===== src/rtl/adc_pkg.sv =====
// adc_pkg: shared definitions for the EBI-mapped serial ADC controller.
//   Register offsets (addr[7:0]), ID constant, frame length and the
//   controller state encoding.
package adc_pkg;

  localparam logic [7:0]  REG_CMD    = 8'd0;   // W: command word, starts a frame
  localparam logic [7:0]  REG_SAMPLE = 8'd1;   // R: last sample, read clears valid
  localparam logic [7:0]  REG_STATUS = 8'd2;   // R: {13'b0, overrun, valid, busy}
  localparam logic [7:0]  REG_AUTO   = 8'd3;   // R/W: bit0 auto (continuous build only)
  localparam logic [7:0]  REG_ID     = 8'd9;   // R: constant ID

  localparam logic [15:0] ADC_ID     = 16'h0ADC;
  localparam int          FRAME_BITS = 16;

  typedef enum logic [1:0] {
    IDLE  = 2'd0,
    SETUP = 2'd1,
    SHIFT = 2'd2,
    CONV  = 2'd3
  } adc_state_t;

endpackage


===== src/rtl/adc_sclk_div.sv =====
// adc_sclk_div: serial clock generator for the ADC frame.
//   While i_en is high, counts CLK_DIV cycles per half-period and toggles
//   o_sclk. o_rise_tick / o_fall_tick are single-cycle pulses marking the
//   clock edge on which o_sclk will go high / low. Dropping i_en returns the
//   divider to count 0 with o_sclk low, so every enable starts a clean period.
// Ports:
//   i_clk, i_rst_n   clock, async active-low reset
//   i_en             run the divider
//   o_rise_tick      o_sclk rises on this edge
//   o_fall_tick      o_sclk falls on this edge
//   o_sclk           serial clock level (idles low)
module adc_sclk_div #(
  parameter int CLK_DIV = 4
) (
  input  logic i_clk,
  input  logic i_rst_n,
  input  logic i_en,
  output logic o_rise_tick,
  output logic o_fall_tick,
  output logic o_sclk
);

  localparam int CW = (CLK_DIV > 1) ? $clog2(CLK_DIV) : 1;

  logic [CW-1:0] r_cnt;
  logic          r_sclk;
  logic          w_wrap;

  assign w_wrap = i_en && (r_cnt == CW'(CLK_DIV - 1));

  always_ff @(posedge i_clk or negedge i_rst_n) begin
    if (!i_rst_n) begin
      r_cnt  <= '0;
      r_sclk <= 1'b0;
    end else if (!i_en) begin
      r_cnt  <= '0;
      r_sclk <= 1'b0;
    end else if (w_wrap) begin
      r_cnt  <= '0;
      r_sclk <= ~r_sclk;
    end else begin
      r_cnt  <= r_cnt + CW'(1);
    end
  end

  assign o_rise_tick = w_wrap & ~r_sclk;
  assign o_fall_tick = w_wrap &  r_sclk;
  assign o_sclk      = r_sclk;

endmodule


===== src/rtl/adc_control.sv =====
// adc_control: EBI-mapped controller for a 16-bit serial ADC.
//   A write to register 0 starts a frame: nCs drops, a 16-bit command is
//   shifted out on adc_din (changing on falling adc_sclk) while 16 bits are
//   captured from adc_dout on rising adc_sclk, MSB first. The sample is held
//   in a readable register with valid/overrun status.
//   Frame: SETUP (CLK_DIV) + SHIFT (32*CLK_DIV) + CONV (CONV_CYCLES) cycles.
// Build option: define ADC_CONTINUOUS_EN to enable register 3 (bit0 = auto),
//   which makes CONV loop back to SETUP for back-to-back frames.
// Ports:
//   ebi_clk, nReset        clock, async active-low reset
//   enable, re, wr         EBI controller enable and strobes
//   data[15:0], addr[18:0] EBI write data / address ([18:8] slot, [7:0] reg)
//   out_data[15:0]         registered read data, 0 when not reading
//   nCs, adc_sclk, adc_din ADC chip select, serial clock, command bit
//   adc_dout               ADC data bit
module adc_control
  import adc_pkg::*;
#(
  parameter int POSITION    = 0,
  parameter int CLK_DIV     = 4,
  parameter int CONV_CYCLES = 16
) (
  input  logic        ebi_clk,
  input  logic        nReset,
  input  logic        enable,
  input  logic        re,
  input  logic        wr,
  input  logic [15:0] data,
  input  logic [18:0] addr,
  output logic [15:0] out_data,
  output logic        nCs,
  output logic        adc_sclk,
  output logic        adc_din,
  input  logic        adc_dout
);

  localparam int CNT_MAX = (CLK_DIV > CONV_CYCLES) ? CLK_DIV : CONV_CYCLES;
  localparam int CNT_W   = $clog2(CNT_MAX + 1);

  adc_state_t   r_state, w_state_nxt;
  logic [CNT_W-1:0] r_cnt;
  logic [3:0]   r_bit;
  logic [15:0]  r_cmd_word;
  logic [15:0]  r_shift;
  logic [15:0]  r_rx;
  logic [15:0]  r_sample;
  logic         r_valid;
  logic         r_overrun;

  logic         w_cs, w_rd, w_wr;
  logic [7:0]   w_reg;
  logic         w_start, w_setup_done, w_conv_done, w_last_fall;
  logic         w_rise, w_fall, w_sclk;
  logic         w_busy, w_auto;
  logic         w_rd_sample, w_rd_status, w_ovr_set;
  logic [15:0]  w_rdata;

  assign w_cs   = enable && (addr[18:8] == 11'(POSITION));
  assign w_rd   = w_cs & re;
  assign w_wr   = w_cs & wr;
  assign w_reg  = addr[7:0];
  assign w_busy = (r_state != IDLE);

  // Command writes only take effect from IDLE.
  assign w_start = w_wr && (w_reg == REG_CMD) && (r_state == IDLE);

`ifdef ADC_CONTINUOUS_EN
  logic r_auto;
  always_ff @(posedge ebi_clk or negedge nReset) begin
    if (!nReset)                          r_auto <= 1'b0;
    else if (w_wr && (w_reg == REG_AUTO)) r_auto <= data[0];
  end
  assign w_auto = r_auto;
`else
  assign w_auto = 1'b0;
`endif

  adc_sclk_div #(.CLK_DIV(CLK_DIV)) u_div (
    .i_clk       (ebi_clk),
    .i_rst_n     (nReset),
    .i_en        (r_state == SHIFT),
    .o_rise_tick (w_rise),
    .o_fall_tick (w_fall),
    .o_sclk      (w_sclk)
  );

  assign w_setup_done = (r_state == SETUP) && (r_cnt == CNT_W'(CLK_DIV - 1));
  assign w_conv_done  = (r_state == CONV)  && (r_cnt == CNT_W'(CONV_CYCLES - 1));
  // All 16 rises have already loaded r_rx by the 16th fall.
  assign w_last_fall  = (r_state == SHIFT) && w_fall && (r_bit == 4'(FRAME_BITS - 1));

  // State register
  always_ff @(posedge ebi_clk or negedge nReset) begin
    if (!nReset) r_state <= IDLE;
    else         r_state <= w_state_nxt;
  end

  // Next-state logic
  always_comb begin
    w_state_nxt = r_state;
    case (r_state)
      IDLE:  if (w_start)      w_state_nxt = SETUP;
      SETUP: if (w_setup_done) w_state_nxt = SHIFT;
      SHIFT: if (w_last_fall)  w_state_nxt = CONV;
      CONV:  if (w_conv_done)  w_state_nxt = w_auto ? SETUP : IDLE;
      default:                 w_state_nxt = IDLE;
    endcase
  end

  // Phase counter is cleared on every state change and only runs in the
  // timed states (SETUP, CONV); SHIFT timing lives in the divider.
  always_ff @(posedge ebi_clk or negedge nReset) begin
    if (!nReset) begin
      r_cnt <= '0;
      r_bit <= '0;
    end else begin
      if (w_state_nxt != r_state)                    r_cnt <= '0;
      else if (r_state == SETUP || r_state == CONV)  r_cnt <= r_cnt + CNT_W'(1);
      if (r_state != SHIFT) r_bit <= '0;
      else if (w_fall)      r_bit <= r_bit + 4'd1;
    end
  end

  // Command / receive shift registers. r_cmd_word keeps the written word so
  // continuous frames can reload it after the shifter has been emptied.
  always_ff @(posedge ebi_clk or negedge nReset) begin
    if (!nReset) begin
      r_cmd_word <= '0;
      r_shift    <= '0;
      r_rx       <= '0;
    end else begin
      if (w_start) begin
        r_cmd_word <= data;
        r_shift    <= data;
      end else if (r_state == CONV && w_state_nxt == SETUP) begin
        r_shift    <= r_cmd_word;
      end else if (r_state == SHIFT && w_fall) begin
        r_shift    <= {r_shift[14:0], 1'b0};
      end
      if (r_state == SHIFT && w_rise) r_rx <= {r_rx[14:0], adc_dout};
    end
  end

  // Sample and status. A sample read coinciding with a latch returns the
  // old sample and neither clears valid nor counts as an overrun; a set of
  // overrun beats a simultaneous status-read clear.
  assign w_rd_sample = w_rd && (w_reg == REG_SAMPLE);
  assign w_rd_status = w_rd && (w_reg == REG_STATUS);
  assign w_ovr_set   = w_last_fall && r_valid && !w_rd_sample;

  always_ff @(posedge ebi_clk or negedge nReset) begin
    if (!nReset) begin
      r_sample  <= '0;
      r_valid   <= 1'b0;
      r_overrun <= 1'b0;
    end else begin
      if (w_last_fall) r_sample <= r_rx;
      if (w_last_fall)      r_valid <= 1'b1;
      else if (w_rd_sample) r_valid <= 1'b0;
      if (w_ovr_set)        r_overrun <= 1'b1;
      else if (w_rd_status) r_overrun <= 1'b0;
    end
  end

  // Read mux
  always_comb begin
    w_rdata = '0;
    case (w_reg)
      REG_SAMPLE: w_rdata = r_sample;
      REG_STATUS: w_rdata = {13'b0, r_overrun, r_valid, w_busy};
`ifdef ADC_CONTINUOUS_EN
      REG_AUTO:   w_rdata = {15'b0, r_auto};
`endif
      REG_ID:     w_rdata = ADC_ID;
      default:    w_rdata = '0;
    endcase
  end

  always_ff @(posedge ebi_clk or negedge nReset) begin
    if (!nReset)   out_data <= '0;
    else if (w_rd) out_data <= w_rdata;
    else           out_data <= '0;
  end

  // Pins decode straight from reset-cleared state so an async reset
  // releases the ADC in the same cycle.
  assign nCs      = !(r_state == SETUP || r_state == SHIFT);
  assign adc_sclk = w_sclk;
  assign adc_din  = nCs ? 1'b0 : r_shift[15];

endmodule

===== config.mk =====
export PLATFORM = sky130hd
export DESIGN_NAME = adc_control
export DESIGN_NICKNAME = d
export VERILOG_FILES = /design/src/rtl/adc_pkg.sv /design/src/rtl/adc_sclk_div.sv /design/src/rtl/adc_control.sv
export SDC_FILE = /design/constraint.sdc
export NUM_CORES = 1
export LEC_CHECK = 0
export ABC_AREA = 1
export CORE_MARGIN = 1
export CORE_UTILIZATION = 47
export CTS_CLUSTER_SIZE = 40
export DETAILED_ROUTE_END_ITERATION = 10
export PLACE_DENSITY = 0.72
export SLEW_MARGIN = 40
export SYNTH_ARGS = -nofsm -noshare
export SYNTH_HDL_FRONTEND = slang
export SYNTH_SLANG_ARGS = --single-unit

===== constraint.sdc =====
create_clock -name ebi_clk -period 2.1 [get_ports ebi_clk]
set_input_delay 0.42 -clock ebi_clk [delete_from_list [all_inputs] [get_ports ebi_clk]]
set_output_delay 0.42 -clock ebi_clk [all_outputs]
set_load 0.05 [all_outputs]

==> flow_summary.json, run 1 <==
{
  "initial_utilization_pct": 49.5,
  "clock_sinks": 96,
  "vias": 3692,
  "ys_ff_latch": 96,
  "path_max_fanout": 5,
  "drive_gt1_share_pct": 22.9,
  "ys_top_cells_by_count": "98 x nor2_1, 96 x dfrtp_1, 96 x nand2_1, 76 x inv_1, 51 x o21ai_0",
  "dpl_worst_slack_ps": -218,
  "power_density_nw_per_um2": 565,
  "grt_pass1_vias": 3616,
  "wl_per_cell_um": 12.1,
  "die_y_um": 102,
  "setup_viol": 2,
  "grt.overflow.total": 0,
  "cp-end-kind": "flop",
  "max_cap_violations": 0,
  "design_area_um2": 5920,
  "grt_pass1_wl_um": 16000,
  "syn_area_per_cell_um2": 8.48,
  "core-area_um2": 9420,
  "utilization_pct": 62.9,
  "gp_congestion": 0.872,
  "syn_inst": 550,
  "dp_hpwl_um": 6400,
  "wl_um": 9300,
  "crit_required_ps": 2380,
  "reg2reg_from": "r_cnt[0]",
  "synth-main-ff-cell": "dfrtp_1",
  "clk_pin_slew_worst_paths_ps": 90,
  "rsz0062_at_grt": "yes",
  "syn2layout_area_growth_pct": 27.0,
  "worstRegToRegCells": 15,
  "synth-edff-count": 0,
  "drt-pass1-iter-count": 5,
  "hold_violations": 0,
  "drc": 0,
  "crit_path_start": "r_cnt[0]",
  "antenna_found_initial": 0,
  "synth-seq-area-share_pct": 51.5,
  "syn_area_um2": 4660,
  "worst_pin_slew_ps": 511,
  "row_count": 35,
  "numCtsBuffers": 9,
  "rrSetupSlack_ps": -6,
  "fillCellCount": 813,
  "finalClockSkew_ps": 9.54,
  "async_flop_share_pct": 100,
  "drt_iter0_drc": 162,
  "start_kind": "flop",
  "arrival_ps": 2380,
  "yosys-top-cells-area": "dfrtp_1 52%, nor2_1 7.9%, nand2_1 7.7%, inv_1 6.1%, o21ai_0 5.5%",
  "groute.usage.overall_pct": 19.6,
  "status": "finished, violations left",
  "cts_root_buf": "clkbuf_8",
  "synth_most_common_cell": "nor2_1",
  "grt_max_degree": 97,
  "place_area_um2": 5550,
  "ant_nets": 0,
  "pin_count": 60,
  "critical_path_class": "flop to flop",
  "fmax_mhz": 475,
  "yosys_warnings": 0,
  "nets": 684,
  "tns_ps": -9.92,
  "synth_top_area_share_pct": 51.5,
  "fin_crit_sh_pct": 100,
  "dieArea_um2": 10300,
  "violations": "setup timing",
  "htree_levels": 3,
  "min-delay-path-class": "input port to asynchronous set/reset pin",
  "viasPerCell": 4.81,
  "worst_skew_pair.late_latency_ps": 350,
  "synth_area_leader_cell": "dfrtp_1",
  "cts_tree": "done",
  "fin_crit_ps": 2110,
  "slew_violations": 0,
  "fin_ws_ps": -5.95,
  "clockBufferDepth": 2,
  "io_buffers": 59,
  "fin_total_pwr_w": 0.00335,
  "worstReg2RegEnd": "r_shift[5]",
  "antenna_cells": 0,
  "ir_worst_vdd_v": 0.000401,
  "relSlewSlack_pct": 66.0,
  "ys_types": 35,
  "syn-num-nets": 600,
  "die_w_um": 102,
  "leakagePower_nw": 2.87
}
-- area by class of cell --
cell class | instances | area (um2) | area share, %
sequential | 96 | 2400 | 40.6
clock inverter | 6 | 91.3 | 1.54
clock buffer | 9 | 124 | 2.09
tap | 129 | 161 | 2.72
inverter | 80 | 308 | 5.20
multi-input combinational | 358 | 1960 | 33.1
timing repair buffer | 89 | 875 | 14.8
-- layer usage --
layer	track usage (%)	vias up	wire length, um	share of wire (%)
li1	-	1859	-	-
met1	26.8	1746	4340	47
met2	31.7	79	4450	48
met3	3.93	8	389	4.2
met4	5.80	0	118	1.3
met5	0	-	0	0
-- cells by family after synthesis --
family | share of synthesized area, %
and+or+nand+nor | 27.4
buffers and inverters | 8.72
adders and majority gates | 2.41
AOI/OAI and AO/OA | 9.25
DFF | 51.5
xor gates and xnor gates | 0.751
-- critical path: stages, from the launching register on --
cell and delay (ps):
dfrtp_1 410, ha_4 170, inv_4 40, nor3_4 110
ha_2 190, inv_2 40, a21oi_1 120, nand2_1 70
nand2_1 70, nand2_2 80, nand3_2 110, nor2_4 50
nor2_4 230, clkbuf_16 200, nor2_2 40, a21oi_1 110
-- placed cells by master (no fill, tap or decap), types with 2 or more instances in the layout --
cell type	synthesis	final
a21oi_1	13	9
a21oi_2	10	14
buf_12	1	3
buf_4	1	27
bufinv_16	0	2
clkbuf_8	0	9
clkdlybuf4s50_1	0	56
dfrtp_1	96	95
ha_1	9	7
inv_1	76	73
inv_2	2	4
inv_6	0	3
nand2_1	96	95
nand2_2	32	33
nand2_4	5	5
nand3_1	11	10
nand3_2	2	2
nand3_4	2	3
nand4_1	5	5
nor2_1	98	78
nor2_2	1	21
nor2_4	5	5
nor3_1	4	3
o21ai_0	51	51
or2_2	2	2
xor2_1	4	4
-- flip-flops by register name (all words and copies together), names as in the netlist --
signal,cells
out_data,16
r_cmd_word,16
r_rx,16
r_sample,16
r_shift,16
r_cnt,5
r_bit,4
r_state,2
u_div.r_cnt,2
r_overrun,1
r_valid,1
u_div.o_sclk,1
-- per-stage QoR --
| stage | hold slack [ps] | std cells |
|---|---|---|
| after floorplan | 124 | 550 |
| after global placement | 417 | 750 |
| after detailed placement | 423 | 750 |
| after CTS | 123 | 765 |
| after global routing | 113 | 767 |
| final | 79.1 | 767 |
-- worst max path at each step --
stage	endpoint	slack, ps	cells past startpoint
CTS	r_shift[6]	-20	16
global placement	r_shift[3]	-160	13
detailed placement	r_shift[2]	-220	13
global route	r_cnt[1]	-180	16
finish	r_shift[5]	-6	15
floorplan	r_shift[10]	90	17
-- repair_timing --
item | in CTS | in global routing
pin swaps | 1 | 22
buffers inserted | 0 | 1
endpoints found under the setup margin | 17 | 21
hold buffers | 0 | 0
resized for setup | 1 | 40
gates cloned | 0 | 1
-- power breakdown --
| group | switching, W | internal, W | total (W) | leakage (nW) |
|---|---|---|---|---|
| Clock | 0.000646 | 0.000674 | 0.00132 | 0.110 |
| Combinational | 0.0000838 | 0.0000878 | 0.000172 | 1.54 |
| Sequential | 0.00000320 | 0.00185 | 0.00186 | 1.22 |
| Total | 0.000733 | 0.00261 | 0.00335 | 2.87 |
Power figures use the tool's default switching activity.
==> run 2, diff against run 1 <==
--- a/config.mk
+++ b/config.mk
@@ -11,6 +11,7 @@
 export CTS_CLUSTER_SIZE = 40
 export DETAILED_ROUTE_END_ITERATION = 10
 export PLACE_DENSITY = 0.72
+export SETUP_SLACK_MARGIN = 0.5
 export SLEW_MARGIN = 40
 export SYNTH_ARGS = -nofsm -noshare
 export SYNTH_HDL_FRONTEND = slang
==> flow_summary.json, run 2 (same netlist as run 1, synthesis figures left out) <==
{
  "viasPerCell": 4.92,
  "fin_crit_ps": 2250,
  "pin_count": 60,
  "clk_pin_slew_worst_paths_ps": 110,
  "layout_common_cells": "94 x dfrtp_1, 70 x nand2_1, 67 x inv_1",
  "ir_worst_vdd_v": 0.000317,
  "clock_sinks": 96,
  "syn2layout_area_growth_pct": 41.3,
  "antenna_cells": 0,
  "relSlewSlack_pct": 71.0,
  "min-delay-path-class": "input port to asynchronous set/reset pin",
  "nets": 705,
  "htree_levels": 3,
  "drive_gt1_share_pct": 37.7,
  "grt_pass1_vias": 3642,
  "row_count": 35,
  "numCtsBuffers": 9,
  "slew_violations": 0,
  "rsz0062_at_grt": "yes",
  "hold_violations": 0,
  "arrival_ps": 2550,
  "groute.usage.overall_pct": 20.2,
  "critical_path_class": "flop to flop",
  "grt_max_degree": 57,
  "start_kind": "flop",
  "cts_tree": "done",
  "finalClockSkew_ps": 9.28,
  "dieArea_um2": 10300,
  "vias": 3880,
  "violations": "setup timing",
  "clockBufferDepth": 2,
  "cts_root_buf": "clkbuf_8",
  "core-area_um2": 9420,
  "fin_ws_ps": -146,
  "drc": 0,
  "leakagePower_nw": 3.13,
  "path_max_fanout": 6,
  "die_w_um": 102,
  "ant_nets": 0,
  "dpl_worst_slack_ps": -202,
  "worst_pin_slew_ps": 434,
  "max_cap_violations": 0,
  "setup_viol": 16,
  "final_common_cell": "dfrtp_1",
  "wl_um": 10900,
  "gp_congestion": 0.858,
  "fmax_mhz": 445,
  "initial_utilization_pct": 49.5,
  "drt-pass1-iter-count": 4,
  "drt_iter0_drc": 232,
  "die_y_um": 102,
  "grt_pass1_wl_um": 16300,
  "status": "finished, violations left",
  "antenna_found_initial": 0,
  "io_buffers": 59,
  "power_density_nw_per_um2": 488,
  "cp-end-kind": "flop",
  "dp_hpwl_um": 6740,
  "crit_required_ps": 2400,
  "fin_crit_sh_pct": 107,
  "grt.overflow.total": 0,
  "fillCellCount": 695,
  "wl_per_cell_um": 13.9,
  "worst_skew_pair.late_latency_ps": 370,
  "utilization_pct": 70.0
}
[run 2: cell count changes in the layout (fill, tap and decap cells not counted), sizes merged, moves of 3 or more]
cell | before | now
clkdlybuf4s15 | 0 | 18
buf | 32 | 50
clkbuf | 10 | 13
dlymetal6s2s | 0 | 3
dlygate4sd2 | 0 | 7
clkdlybuf4s50 | 56 | 27
[run 2: timing repair]
action / CTS / global route
setup endpoints to repair: 91 / 76
gates resized for setup: 99 / 123
pin swaps: 17 / 30
gates cloned: 0 / 4
buffers inserted: 6 / 13
endpoints found under the hold margin: 14 / 0
hold buffers: 1 / 0
[run 2: final timing paths]
check                          startpoint             end  slack, ps  cells past startpoint
setup / recovery               r_state[1]      r_shift[1]       -150                     12
hold / removal                     nReset       r_overrun        440                      2
setup reg to reg               r_state[1]      r_shift[1]       -150                     12
hold reg to reg            u_div.r_cnt[0]  u_div.r_cnt[0]        450                      1
max in group asynchronous          nReset  r_cmd_word[10]       1070                      3
min in group ebi_clk       u_div.r_cnt[0]  u_div.r_cnt[0]        450                      1
[run 2: area by class of cell]
type / count / area (um2) / share of cell area, %
Multi-Input combinational cell: 358 / 2330 / 35.4
Clock inverter: 7 / 65.1 / 0.987
Clock buffer: 9 / 124 / 1.88
Inverter: 80 / 315 / 4.78
Timing Repair Buffer: 110 / 1190 / 18.0
Sequential cell: 96 / 2400 / 36.5
Tap cell: 129 / 161 / 2.45
[run 2: power by group]
part	total, W	internal (W)	switching (W)
combinational	0.000182	0.0000878	0.0000946
sequential	0.00186	0.00185	0.00000341
clock	0.00117	0.000455	0.000718
[run 2: per-layer routing]
layer	global-route usage [%]	part of all wire, %
met4	7.80	1.1
met1	27.2	46
met3	2.48	3.9
met2	33.4	49
met5	0	0
[run 2: worst max-delay path, stage by stage (launching register included)]
cell       delay, ps
dfrtp_2          480
inv_4            110
ha_1             220
clkinv_1         180
nor2_1           290
nand2_4          110
nand3_2          120
nor2_4            50
nor2_4           120
buf_12           150
clkbuf_16        160
nor2_2            40
a21oi_1          140
[run 2: stage by stage]
stage | cell area, um2 | hold slack [ps] | setup TNS, ps | power (W) | cells
finish | 6590 | 437 | -1770 | 0.00321 | 789
global route | 6590 | 450 | -3370 | 0.00333 | 789
detailed placement | 5620 | 291 | -3690 | 0.00207 | 749
CTS | 6010 | 432 | 0 | 0.00322 | 772
floorplan | 4740 | 124 | 0 | 0.00193 | 550
global placement | 5620 | 291 | -2660 | 0.00207 | 749
==> edit 1, RTL diff (config.mk and constraints of run 2) <==
The option `ADC_CONTINUOUS_EN` is turned on by a define.
--- a/src/rtl/adc_control.sv
+++ b/src/rtl/adc_control.sv
@@ -15,2 +15,4 @@
 //   adc_dout               ADC data bit
+`define ADC_CONTINUOUS_EN
+
 module adc_control
Formal check against the unedited RTL: not equivalent (Yosys sat finds a counterexample within 4 cycles, from zero or initial values and one cycle with nReset low).
==> edit 1 against run 2 <==
The flow still finishes with violations (setup timing); clock power is 3% higher; die area down 2.9%; synthesized area is 3.0% lower; clock skew grew 0.0031 ns; wire length increased by 21%; cell area grew 0.63%; maximum frequency is 2.1% lower; via count up 11%; total power is 2.3% higher; setup slack worse by 0.049 ns; sequential cell count increased by 1; critical path type unchanged; critical endpoint is now r_shift[6]; largest cell class unchanged; highest routed layer unchanged.
==> edit 1: results (changes against run 2) <==
metric,value,unit,change
status,"finished, violations left",,unchanged
failing checks,setup timing,,unchanged
via count,4293,,was 3880
pin count of the biggest net entering global routing,42,,was 57
Inst Count DP,763,,was 749
largest cells by area after synthesis,"dfrtp_1 54%, nand2_1 10%, nor2_1 8.7%",,"was dfrtp_1 52%, nor2_1 7.9%, nand2_1 7.7%"
Compound-Gate Fraction of Synth Area,9.98,%,was 9.25%
total negative slack,-2.03,ns,was -1.77 ns
sequential share of the synthesized area,53.6,%,was 51.5%
metal3 WL,929,µm,was 424 µm
pre-CTS setup slack,-0.265,ns,was -0.202 ns
Placed Area,5510,µm²,was 5620 µm²
commonest cells in the synthesized netlist,"125 x nand2_1, 105 x nor2_1, 97 x dfrtp_1",,"was 98 x nor2_1, 96 x dfrtp_1, 96 x nand2_1"
first-pass GRT wire length,19100,µm,was 16300 µm
register area,2430,µm²,was 2400 µm²
Synth cell types,31,,was 35
post-synthesis xor/xnor area fraction,0.774,%,was 0.751%
Crit Path Max Fanout,8,,was 6
Final setup viols,16,,unchanged
adder-cell share of the synthesized area,2.49,%,was 2.41%
Worst VDD drop,0.269,mV,was 0.317 mV
slew margin rel.,78.0,%,was 71.0%
gpl congestion,0.806,,was 0.858
final worst slack,-0.195,ns,was -0.146 ns
Vias/cell,5.25,,was 4.92
Post-Syn Instances,561,,was 550
HPWL after detailed placement,6590,µm,was 6740 µm
worst hold margin,0.452,ns,was 0.437 ns
[edit 1: power by group through the flow]
stage                     logic (mW)  registers (mW)  clock network (mW)
after detailed placement       0.182            1.91                   0
after floorplan               0.0366            1.91                   0
after global placement         0.179            1.91                   0
after CTS                      0.181            1.88                1.20
final                          0.196            1.88                1.21
after global routing           0.216            1.88                1.29
[edit 1: cell type report]
type	instances	share of cell area [%]
inverters	84	5.02
flip-flops and latches	97	36.6
clock buffers	9	1.87
repair buffers	126	21.7
clock inverters	7	0.906
multi-input cells	364	31.4
well taps	129	2.43
repair inverters	1	0.0943
[edit 1: timing repair]
item	in CTS	in global routing
hold buffers	1	0
cloned	7	2
setup buffers	15	13
endpoints found under the hold margin	15	0
gates resized for setup	145	84
pin swaps	15	17
endpoints found under the setup margin	92	78
[edit 1: layer usage]
layer  up-vias  track usage (%)
li1       1972                -
met3        46             4.53
met4         0             9.81
met2       201             39.3
met5         -                0
met1      2074             32.7
[edit 1: kinds of logic (layout without fill, tap and decap cells)]
group,after synthesis,in the layout
XOR/XNOR,4,4
flip-flops,97,97
AND/OR/NAND/NOR,265,265
adder cells (fa/ha/maj),9,9
buffers and inverters,100,227
AO/OA/AOI/OAI,86,86
[edit 1: path summary, 6_finish.rpt]
path,cells after the start,endpoint,startpoint
max in group asynchronous,3,out_data[15],nReset
max reg2reg,12,r_shift[6],r_state[1]
min in group ebi_clk,1,u_div.r_cnt[0],u_div.r_cnt[0]
min reg2reg,1,u_div.r_cnt[0],u_div.r_cnt[0]
max,12,r_shift[6],r_state[1]
min,2,r_rx[2],nReset
[edit 1: critical path, stage by stage (launching register included)]
cell      delay (ns)
dfrtp_2         0.47
inv_2           0.12
ha_4            0.15
nand2_2         0.06
nor2_1          0.12
nand2_1         0.13
o21bai_2        0.23
nand3_2         0.18
nor2_4          0.19
nor2_4          0.09
buf_12          0.15
nor2_1          0.14
a21oi_1         0.12
==> edit 2, RTL diff (config.mk and constraints of run 2) <==
Without the edit above. Encoding of `adc_state_t`: now one-hot (4 bits for 4 states).
--- a/src/rtl/adc_pkg.sv
+++ b/src/rtl/adc_pkg.sv
@@ -14,7 +14,7 @@
 
-  typedef enum logic [1:0] {
-    IDLE  = 2'd0,
-    SETUP = 2'd1,
-    SHIFT = 2'd2,
-    CONV  = 2'd3
+  typedef enum logic [3:0] {
+    IDLE  = 4'b0001,
+    SETUP = 4'b0010,
+    SHIFT = 4'b0100,
+    CONV  = 4'b1000
   } adc_state_t;
Function: no difference found for any inputs over 10 cycles, from zero or initial values and one cycle with nReset low; not proved beyond that.
==> edit 2 against run 2 <==
Synthesized area fell by 21%; wire length fell by 14%; global-route usage rose by 1.8 points; cell area fell by 18%; clock skew fell by 0.00088 ns; setup slack improved by 0.32 ns; total power fell by 4.7%; sequential cell count fell by 14; sequential share of layout area rose by 1.7 points; maximum frequency rose by 17%; cell count fell by 20%; combinational power fell by 19%.
==> edit 2: results (changes against run 2) <==
metric,value,unit,change
1st-pass router iterations,4,,unchanged
clk buf depth,2,,unchanged
r2r setup slk,0.25,ns,was -0.15 ns
sequential share of the synthesized area,56.1,%,was 51.5%
Crit Path Max Fanout,4,,was 6
Worst VDD drop,0.399,mV,was 0.317 mV
Clock transition at path regs,0.08,ns,was 0.11 ns
Mapped Nets,466,,was 600
Fillers,490,,was 695
pin count of the biggest net entering global routing,37,,was 57
commonest cells in the synthesized netlist,"81 x dfrtp_1, 77 x inv_1, 55 x nor2_1",,"was 98 x nor2_1, 96 x dfrtp_1, 96 x nand2_1"
Initial DRC Count,258,,was 232
first-pass GRT wire length,14300,µm,was 16300 µm
via count,3240,,was 3880
WP data arrival,1.51,ns,was 2.55 ns
status,"finished, final reports clean",,"was finished, violations left"
Synth cell types,32,,was 35
antenna violations before repair,0,,unchanged
gr usage total,22.0,%,was 20.2%
Port Buf Inserts,59,,unchanged
layout cells sized above 1,26.9,%,was 37.7%
path depth of the worst reg2reg path,11,,was 12
Clock Skew,0.00840,ns,was 0.00928 ns
worst hold margin,0.0135,ns,was 0.437 ns
WL final,9380,µm,was 10900 µm
Final Net Count,576,,was 705
Post-DRT Antenna Nets,0,,unchanged
Pleak,2.69,nW,was 3.13 nW
r2r startpoint,r_state[3],,was r_state[1]
gpl congestion,0.828,,was 0.858
slew margin rel.,68.0,%,was 71.0%
TritonCTS buffer count,9,,unchanged
switching share of power,21.7,%,was 25.4%
HPWL after detailed placement,5160,µm,was 6740 µm
largest cells by area after synthesis,"dfrtp_1 55%, inv_1 7.9%, o21ai_0 6.6%",,"was dfrtp_1 52%, nor2_1 7.9%, nand2_1 7.7%"
## edit 2: cell types whose count changed in the layout (fill, tap and decap cells not counted), sizes merged, moves of 6 or more
cell,before,now
nand2,133,54
nor2,105,58
o21ai,51,81
dfrtp,96,81
a21oi,23,15
inv,82,76
## edit 2: area by class of cell
type	instances	area [µm²]	share of cell area [%]
Clock buffer	11	151	2.81
Timing Repair Buffer	111	1220	22.8
Timing Repair inverter	2	15.0	0.279
Tap cell	99	124	2.30
Clock inverter	5	86.3	1.60
Inverter	78	304	5.65
Multi-Input combinational cell	247	1420	26.4
Sequential cell	82	2060	38.2
## edit 2: worst max path at each step
stage	startpoint	to	slack, ns	cells after the start
2_1_floorplan	r_state[0]	adc_din	0.40	5
3_3_place_gp	addr[3]	r_cnt[0]	0.07	10
3_5_place_dp	addr[3]	r_shift[1]	0.03	9
4_1_cts	r_state[0]	adc_din	0.18	6
5_1_grt	r_state[0]	adc_din	0.14	6
6_report	r_state[0]	adc_din	0.17	6
## edit 2: routing by layer
metal  global-route usage (%)  share of wire [%]  vias to the layer above  routed length, µm
met5                        0                  0                        -                  0
met4                     9.27                1.7                        0                159
met3                     4.04                4.4                       23                415
met2                     36.3                 52                      102               4830
met1                     28.6                 42                     1570               3970
li1                         -                  -                     1545                  -
## edit 2: critical path: stages, from the launching register on
cell and delay [ns]:
dfstp_2 0.59, nor2_4 0.06, nand3_4 0.08, clkinv_4 0.07, nor2_4 0.16, nor2_4 0.05, buf_12 0.14
## edit 2: stage by stage
step	setup WS (ns)	util [%]	power, mW	area [µm²]	cells
floorplan	0.404	-	1.63	3680	421
global placement	0.0663	59.6	1.75	4420	575
detailed placement	0.0340	59.6	1.75	4420	575
CTS	0.181	67.8	3.07	5020	618
global route	0.136	72.6	3.15	5380	635
finish	0.175	72.6	3.06	5380	635
## edit 2: cells by family after synthesis
group / share of synthesized area (%)
simple gates: 16.8
compound gates: 13.7
buf+inv: 10.8
flops: 56.1
fa+ha+maj: 1.37
xor+xnor: 0.718
mux: 0.581
## edit 2: repair_timing
item,in CTS,in global routing
setup buffers,23,11
hold endpoints to repair,0,0
pin swaps,16,10
endpoints found under the setup margin,61,84
gates resized for setup,75,74
gates cloned,4,6
## edit 2: power groups by stage
stage	Clock (mW)	Sequential (mW)	Combinational, mW
after floorplan	0	1.61	0.0208
after global placement	0	1.61	0.143
after detailed placement	0	1.61	0.145
after CTS	1.34	1.58	0.147
after global routing	1.40	1.58	0.164
final	1.34	1.58	0.148
